--- config.mk ---
export PLATFORM = sky130hd
export DESIGN_NAME = lsu_mem_seq
export DESIGN_NICKNAME = d
export VERILOG_FILES = /design/src/rtl/lsu_mem_seq.sv
export SDC_FILE = /design/constraint.sdc
export NUM_CORES = 1
export LEC_CHECK = 0
export CAP_MARGIN = 10
export CELL_PAD_IN_SITES_DETAIL_PLACEMENT = 1
export CELL_PAD_IN_SITES_GLOBAL_PLACEMENT = 1
export CORE_MARGIN = 3
export CORE_UTILIZATION = 33
export DETAILED_ROUTE_END_ITERATION = 8
export GPL_TIMING_DRIVEN = 0
export PLACE_DENSITY_LB_ADDON = 0.1
export SLEW_MARGIN = 40
export SYNTH_ARGS = -nofsm -noshare
export SYNTH_HDL_FRONTEND = slang
export SYNTH_SLANG_ARGS = --single-unit
export TNS_END_PERCENT = 1
--- constraint.sdc ---
create_clock -name clk -period 2.9 [get_ports clk]
set_input_delay 0.58 -clock clk [delete_from_list [all_inputs] [get_ports clk]]
set_output_delay 0.58 -clock clk [all_outputs]
set_load 0.01 [all_outputs]
--- src/rtl/lsu_mem_seq.sv ---
// Load/store sequencer between the MEM stage and a byte-wide external RAM.
// Loads are served from the data cache on a hit. On a miss the bytes are
// fetched serially from RAM and the cache is filled. Stores are write-through.
module lsu_mem_seq (
  input  logic        clk,
  input  logic        rst_n,
  input  logic        rdy,
  input  logic        req_i,
  input  logic        we_req_i,
  input  logic [1:0]  size_i,
  input  logic        signed_i,
  input  logic [31:0] addr_i,
  input  logic [31:0] wdata_i,
  output logic        busy_o,
  output logic        done_o,
  output logic [31:0] rdata_o,
  output logic [31:0] dc_raddr_o,
  output logic [1:0]  dc_rbyte_o,
  input  logic        dc_hit_i,
  input  logic [31:0] dc_data_i,
  output logic        dc_we_o,
  output logic [1:0]  dc_wbyte_o,
  output logic [31:0] dc_waddr_o,
  output logic [31:0] dc_wdata_o,
  input  logic        mem_gnt_i,
  output logic [31:0] mem_a_o,
  output logic        mem_wr_o,
  output logic [7:0]  mem_dout_o,
  input  logic [7:0]  mem_din_i
);

  typedef enum logic [1:0] {StIdle, StCheck, StRead, StWrite} state_e;

  state_e      r_state, w_state_nx;
  logic [31:0] r_addr, r_wdata, r_buf;
  logic [1:0]  r_size;
  logic        r_signed;
  logic [2:0]  r_iss, r_rcv;
  logic        r_pend;
  logic        r_done, r_dc_we;
  logic [31:0] r_rdata, r_dc_waddr, r_dc_wdata;
  logic [1:0]  r_dc_wbyte;

  logic [2:0]  w_n, w_rcv_nx;
  logic        w_issue, w_write, w_hit_fin, w_rd_fin, w_wr_fin;
  logic [31:0] w_buf_nx;
  logic [7:0]  w_wbyte;

  // Sign/zero extension of the low 1/2 bytes; words pass through.
  function automatic logic [31:0] f_ext(input logic [31:0] v, input logic [1:0] sz,
                                        input logic sg);
    logic [31:0] res;
    case (sz)
      2'b00:   res = {{24{sg & v[7]}}, v[7:0]};
      2'b01:   res = {{16{sg & v[15]}}, v[15:0]};
      default: res = v;
    endcase
    return res;
  endfunction

  // Keep only the bytes belonging to the access size.
  function automatic logic [31:0] f_mask(input logic [31:0] v, input logic [1:0] sz);
    logic [31:0] res;
    case (sz)
      2'b00:   res = {24'd0, v[7:0]};
      2'b01:   res = {16'd0, v[15:0]};
      default: res = v;
    endcase
    return res;
  endfunction

  assign w_n       = (r_size == 2'b00) ? 3'd1 : (r_size == 2'b01) ? 3'd2 : 3'd4;
  assign w_issue   = (r_state == StRead) && mem_gnt_i && rdy && (r_iss < w_n);
  assign w_write   = (r_state == StWrite) && mem_gnt_i && rdy;
  assign w_rcv_nx  = r_rcv + {2'd0, r_pend};
  assign w_hit_fin = (r_state == StCheck) && rdy && dc_hit_i;
  // Completion waits for rdy; a capture landing while paused is still taken.
  assign w_rd_fin  = (r_state == StRead) && rdy && (w_rcv_nx == w_n);
  assign w_wr_fin  = w_write && (r_iss == w_n - 3'd1);

  assign busy_o     = (r_state != StIdle);
  assign done_o     = r_done;
  assign rdata_o    = r_rdata;
  assign dc_raddr_o = (r_state == StCheck) ? r_addr : 32'd0;
  assign dc_rbyte_o = (r_state == StCheck) ? r_size : 2'd0;
  assign dc_we_o    = r_dc_we;
  assign dc_wbyte_o = r_dc_wbyte;
  assign dc_waddr_o = r_dc_waddr;
  assign dc_wdata_o = r_dc_wdata;

  // Merge the byte returning from RAM into its lane; bytes arrive in order.
  always_comb begin
    w_buf_nx = r_buf;
    if (r_pend) begin
      case (r_rcv[1:0])
        2'd0:    w_buf_nx[7:0]   = mem_din_i;
        2'd1:    w_buf_nx[15:8]  = mem_din_i;
        2'd2:    w_buf_nx[23:16] = mem_din_i;
        default: w_buf_nx[31:24] = mem_din_i;
      endcase
    end
  end

  // RAM port drive: address/data only in cycles that actually issue.
  always_comb begin
    mem_a_o    = 32'd0;
    mem_wr_o   = 1'b0;
    mem_dout_o = 8'd0;
    case (r_iss[1:0])
      2'd0:    w_wbyte = r_wdata[7:0];
      2'd1:    w_wbyte = r_wdata[15:8];
      2'd2:    w_wbyte = r_wdata[23:16];
      default: w_wbyte = r_wdata[31:24];
    endcase
    if (w_issue || w_write) mem_a_o = r_addr + {29'd0, r_iss};
    if (w_write) begin
      mem_wr_o   = 1'b1;
      mem_dout_o = w_wbyte;
    end
  end

  // Next-state logic.
  always_comb begin
    w_state_nx = r_state;
    case (r_state)
      StIdle:  if (req_i && rdy) w_state_nx = we_req_i ? StWrite : StCheck;
      StCheck: if (rdy) w_state_nx = dc_hit_i ? StIdle : StRead;
      StRead:  if (w_rd_fin) w_state_nx = StIdle;
      StWrite: if (w_wr_fin) w_state_nx = StIdle;
      default: w_state_nx = StIdle;
    endcase
  end

  // State register.
  always_ff @(posedge clk or negedge rst_n) begin
    if (!rst_n) r_state <= StIdle;
    else        r_state <= w_state_nx;
  end

  // Request latch, byte counters, capture buffer and registered results.
  always_ff @(posedge clk or negedge rst_n) begin
    if (!rst_n) begin
      r_addr     <= 32'd0;
      r_wdata    <= 32'd0;
      r_buf      <= 32'd0;
      r_size     <= 2'd0;
      r_signed   <= 1'b0;
      r_iss      <= 3'd0;
      r_rcv      <= 3'd0;
      r_pend     <= 1'b0;
      r_done     <= 1'b0;
      r_dc_we    <= 1'b0;
      r_rdata    <= 32'd0;
      r_dc_wbyte <= 2'd0;
      r_dc_waddr <= 32'd0;
      r_dc_wdata <= 32'd0;
    end else begin
      r_done  <= w_hit_fin | w_rd_fin | w_wr_fin;
      r_dc_we <= w_rd_fin | w_wr_fin;
      case (r_state)
        StIdle: begin
          if (req_i && rdy) begin
            r_addr   <= addr_i;
            r_wdata  <= wdata_i;
            r_size   <= (size_i == 2'b11) ? 2'b10 : size_i;
            r_signed <= signed_i;
            r_iss    <= 3'd0;
            r_rcv    <= 3'd0;
            r_pend   <= 1'b0;
            r_buf    <= 32'd0;
          end
        end
        StCheck: begin
          if (w_hit_fin) r_rdata <= f_ext(dc_data_i, r_size, r_signed);
        end
        StRead: begin
          r_pend <= w_issue;
          if (w_issue) r_iss <= r_iss + 3'd1;
          if (r_pend) begin
            r_rcv <= w_rcv_nx;
            r_buf <= w_buf_nx;
          end
          if (w_rd_fin) begin
            r_rdata    <= f_ext(w_buf_nx, r_size, r_signed);
            r_dc_wbyte <= r_size;
            r_dc_waddr <= r_addr;
            r_dc_wdata <= f_mask(w_buf_nx, r_size);
          end
        end
        StWrite: begin
          if (w_write) r_iss <= r_iss + 3'd1;
          if (w_wr_fin) begin
            r_dc_wbyte <= r_size;
            r_dc_waddr <= r_addr;
            r_dc_wdata <= f_mask(r_wdata, r_size);
          end
        end
        default: ;
      endcase
    end
  end

endmodule

==> impl_metrics.json <==
{
  "status": "complete, but fails checks",
  "violations": "negative setup slack",
  "dp.cells": 1977,
  "sw_frac_of_total_pct": 40.9,
  "internal-power_mw": 9.43,
  "grt_pass1_vias": 10800,
  "drt-wirelength-per-cell_microns": 20.8,
  "clock_sink_count": 208,
  "ant_nets": 0,
  "synthAdderAreaFrac_pct": 1.57,
  "worstRegToRegCells": 11,
  "synth-xor-area-share_pct": 2.72,
  "yosysWarnings": 0,
  "r2r_slack_ns": 0.45,
  "cp_max_fo": 9,
  "synth_mux_area_share_pct": 3.07,
  "clkPwrFrac_pct": 21.8,
  "hold_class": "in2reg",
  "reg2reg_to": "dc_waddr_o[28]",
  "critPathLaunchType": "register",
  "async_flop_share_pct": 100,
  "grt_antenna_before_repair": 1,
  "numCtsBuffers": 26,
  "nets": 1713,
  "syn_area_per_cell_sq_um": 8.64,
  "path_clk_slew_ns": 0.06,
  "drt_iter0_markers": 640,
  "setup_violations": 37,
  "finalWorstSetupSlack_ns": -0.322,
  "synth_edf_count": 0,
  "die-height_microns": 187,
  "synth_compound_area_share_pct": 12.8,
  "whs_endpoint": "r_state[0]",
  "synth_seq_area_share_pct": 48.1,
  "worst_pin_slew_ns": 0.746,
  "die_area_sq_um": 35000,
  "ys.flop_type": "dfrtp_1",
  "worst-setup-path-type": "reg2out",
  "wirelength_microns": 42500,
  "grt.total_usage_pct": 23.8,
  "h-tree-depth": 1,
  "syn2layout_area_growth_pct": 46.0,
  "synthCells": 1251,
  "synth_top_family_by_area": "simple AND/OR/NAND/NOR gates",
  "crit_required_ns": 2.32,
  "fin_crit_ns": 3.22,
  "seq_power_share_pct": 31.9,
  "min_path_cells": 3,
  "drc_errors": 0,
  "pwr-share-comb_pct": 46.4,
  "leakage_nw": 7.65,
  "globalRouteMet3Util_pct": 3.99,
  "cts_tree": "yes",
  "r2r_start": "r_size[0]",
  "timing.final.crit_share_pct": 111,
  "grt_first_pass_wirelength_microns": 65400,
  "yosys.area_share.simple_pct": 26.5,
  "yosysTopAreaCell": "dfrtp_1",
  "grt_util_met2_pct": 37.0,
  "power.density_nw_per_um2": 1010,
  "first_pass_iters": 5,
  "yosysTopAreaCellShare_pct": 48.1,
  "finalClockSkew_ns": 0.00928,
  "hold_viol": 0,
  "routed_via_density": 4.96,
  "synth_area_sq_um": 10800,
  "core_area_sq_um": 31900,
  "start_util_pct": 33.9,
  "die_x_microns": 187,
  "final_util_pct": 49.5,
  "drive_above_1_share_pct": 15.9,
  "grt_overflow": 0,
  "fill_cells": 3710,
  "fin_total_pwr_mw": 16.0,
  "worstHoldStart": "rdy",
  "ys_top_cells_by_area": "dfrtp_1 48%, nand2_1 15%, nor2_1 4.1%",
  "p_switching_mw": 6.53,
  "grt_max_degree": 63,
  "place_congestion": 0.843,
  "synth_fp_nets": 1378,
  "cap_violations": 0,
  "vias": 10100,
  "root_buffer": "clkbuf_16",
  "cts_max_path_buffers": 3,
  "portBuffers": 288,
  "final_cells": 2039,
  "rows": 65,
  "rsz0062_at_grt": "true",
  "globalRoute.busiestLayer": "met2",
  "dpl.hpwl_microns": 31700,
  "clock_latency_ns": 0.54,
  "slew_headroom_pct": 50.3,
  "ios": 290,
  "worst_ep_arrival_time_ns": 2.64,
  "max_freq_mhz": 310,
  "drv_slew": 0,
  "synth-seq-cells": 208,
  "worstSetupEndpointType": "output port",
  "synth_cell_types": 68,
  "use_met1_pct": 34.7,
  "max-vdd-ir-drop_uv": 556
}
sequential cells by signal, summed over array words and instances (netlist names), 3 cells and up:
signal and count:
r_rcv 3, r_addr 32, r_wdata 32, r_buf 32, dc_wdata_o 32, r_iss 3
dc_waddr_o 32, rdata_o 32
timing repair:
| item | CTS | global route |
|---|---|---|
| gates cloned | 4 | 0 |
| endpoints found under the setup margin | 76 | 41 |
| endpoints found under the hold margin | 33 | 0 |
| hold buffers | 1 | 0 |
| pin swaps | 27 | 11 |
| setup buffers | 12 | 5 |
| gates resized for setup | 274 | 30 |
kinds of logic after synthesis:
kind of cell | Yosys count
XOR/XNOR | 32
AND/OR/NAND/NOR | 664
multiplexers | 33
buffers and inverters | 108
AO/OA/AOI/OAI | 193
flip-flops | 208
adder cells (fa/ha/maj) | 13
cell usage after synthesis, drive strengths merged, types with 3 or more instances:
master   count
nand3       11
inv         18
nand2      445
nand4        7
o21ai       65
xor2         8
nor3b        3
xnor2       23
o2111ai     24
dfrtp      208
clkbuf      37
and4         5
or2          3
nor2b        3
nor2       118
nand2b       4
mux2i       32
a22o         3
nand3b       4
a21oi       50
buf         52
o31ai       26
a21o         5
and2        36
a222oi       8
nor4         9
nor3         7
ha          12
per-layer routing:
metal | wire, microns | part of all wire (%)
met3 | 2040 | 4.8
met5 | 0 | 0
met4 | 916 | 2.2
met1 | 20600 | 49
met2 | 18900 | 44
through the flow:
step                      TNS [ns]  cell area [sq um]  hold WS (ns)  setup WS [ns]
final                        -8.90              15800         0.418         -0.322
after global routing        -12.66              15800         0.427         -0.431
after CTS                   -12.31              15600         0.391         -0.345
after detailed placement    -44.24              14300         0.458          -1.36
after global placement    -1724.06              14200         0.452          -8.12
after floorplan             -0.290              10800         0.284        -0.0106
power groups by stage:
stage	clock network, mW	logic [mW]	registers, mW
after floorplan	0	3.60	4.96
final	3.47	7.40	5.08
after CTS	3.54	7.28	5.07
after global placement	0	6.64	5.08
after global routing	3.66	8.12	5.23
after detailed placement	0	6.81	5.11
worst max-delay path, cell delays in order, from the launching register on:
cell and delay (ns):
dfrtp_1 0.41, ha_2 0.20, inv_1 0.05, fa_2 0.35
nand2b_4 0.18, a21o_1 0.19, buf_8 0.16, nor3b_4 0.20
xnor2_1 0.15, nor2_1 0.07, buf_2 0.14
layout make-up:
type | instances | area (sq um) | share of cell area [%]
clock buffers | 38 | 767 | 4.86
multi-input cells | 936 | 5350 | 33.9
plain buffers | 83 | 583 | 3.69
flip-flops and latches | 208 | 5210 | 33.0
clock inverters | 7 | 139 | 0.880
repair buffers | 312 | 3100 | 19.6
diodes | 1 | 2.50 | 0.0159
inverters | 19 | 90.1 | 0.571
well taps | 435 | 544 | 3.45
worst max-delay path by stage:
stage                   start             end  slack (ns)
global placement        rst_n  dc_wdata_o[27]       -8.12
floorplan           r_size[0]     mem_a_o[13]       -0.01
CTS                 r_size[0]     mem_a_o[10]       -0.35
global route        r_addr[0]     mem_a_o[30]       -0.43
detailed placement  r_size[1]     mem_a_o[12]       -1.36
finish              r_addr[0]     mem_a_o[30]       -0.32
placed cells by master (no fill, tap or decap), types with 29 or more instances in the layout:
cell,instances
nor2_1,95
clkdlybuf4s50_1,222
buf_4,33
clkbuf_1,31
nand2_1,443
dfrtp_1,204
buf_2,40
mux2i_1,32
clkbuf_16,29
and2_1,35
dlygate4sd2_1,30
a21oi_1,47
o21ai_0,58
Note: power is estimated with default switching activity, not from simulation.
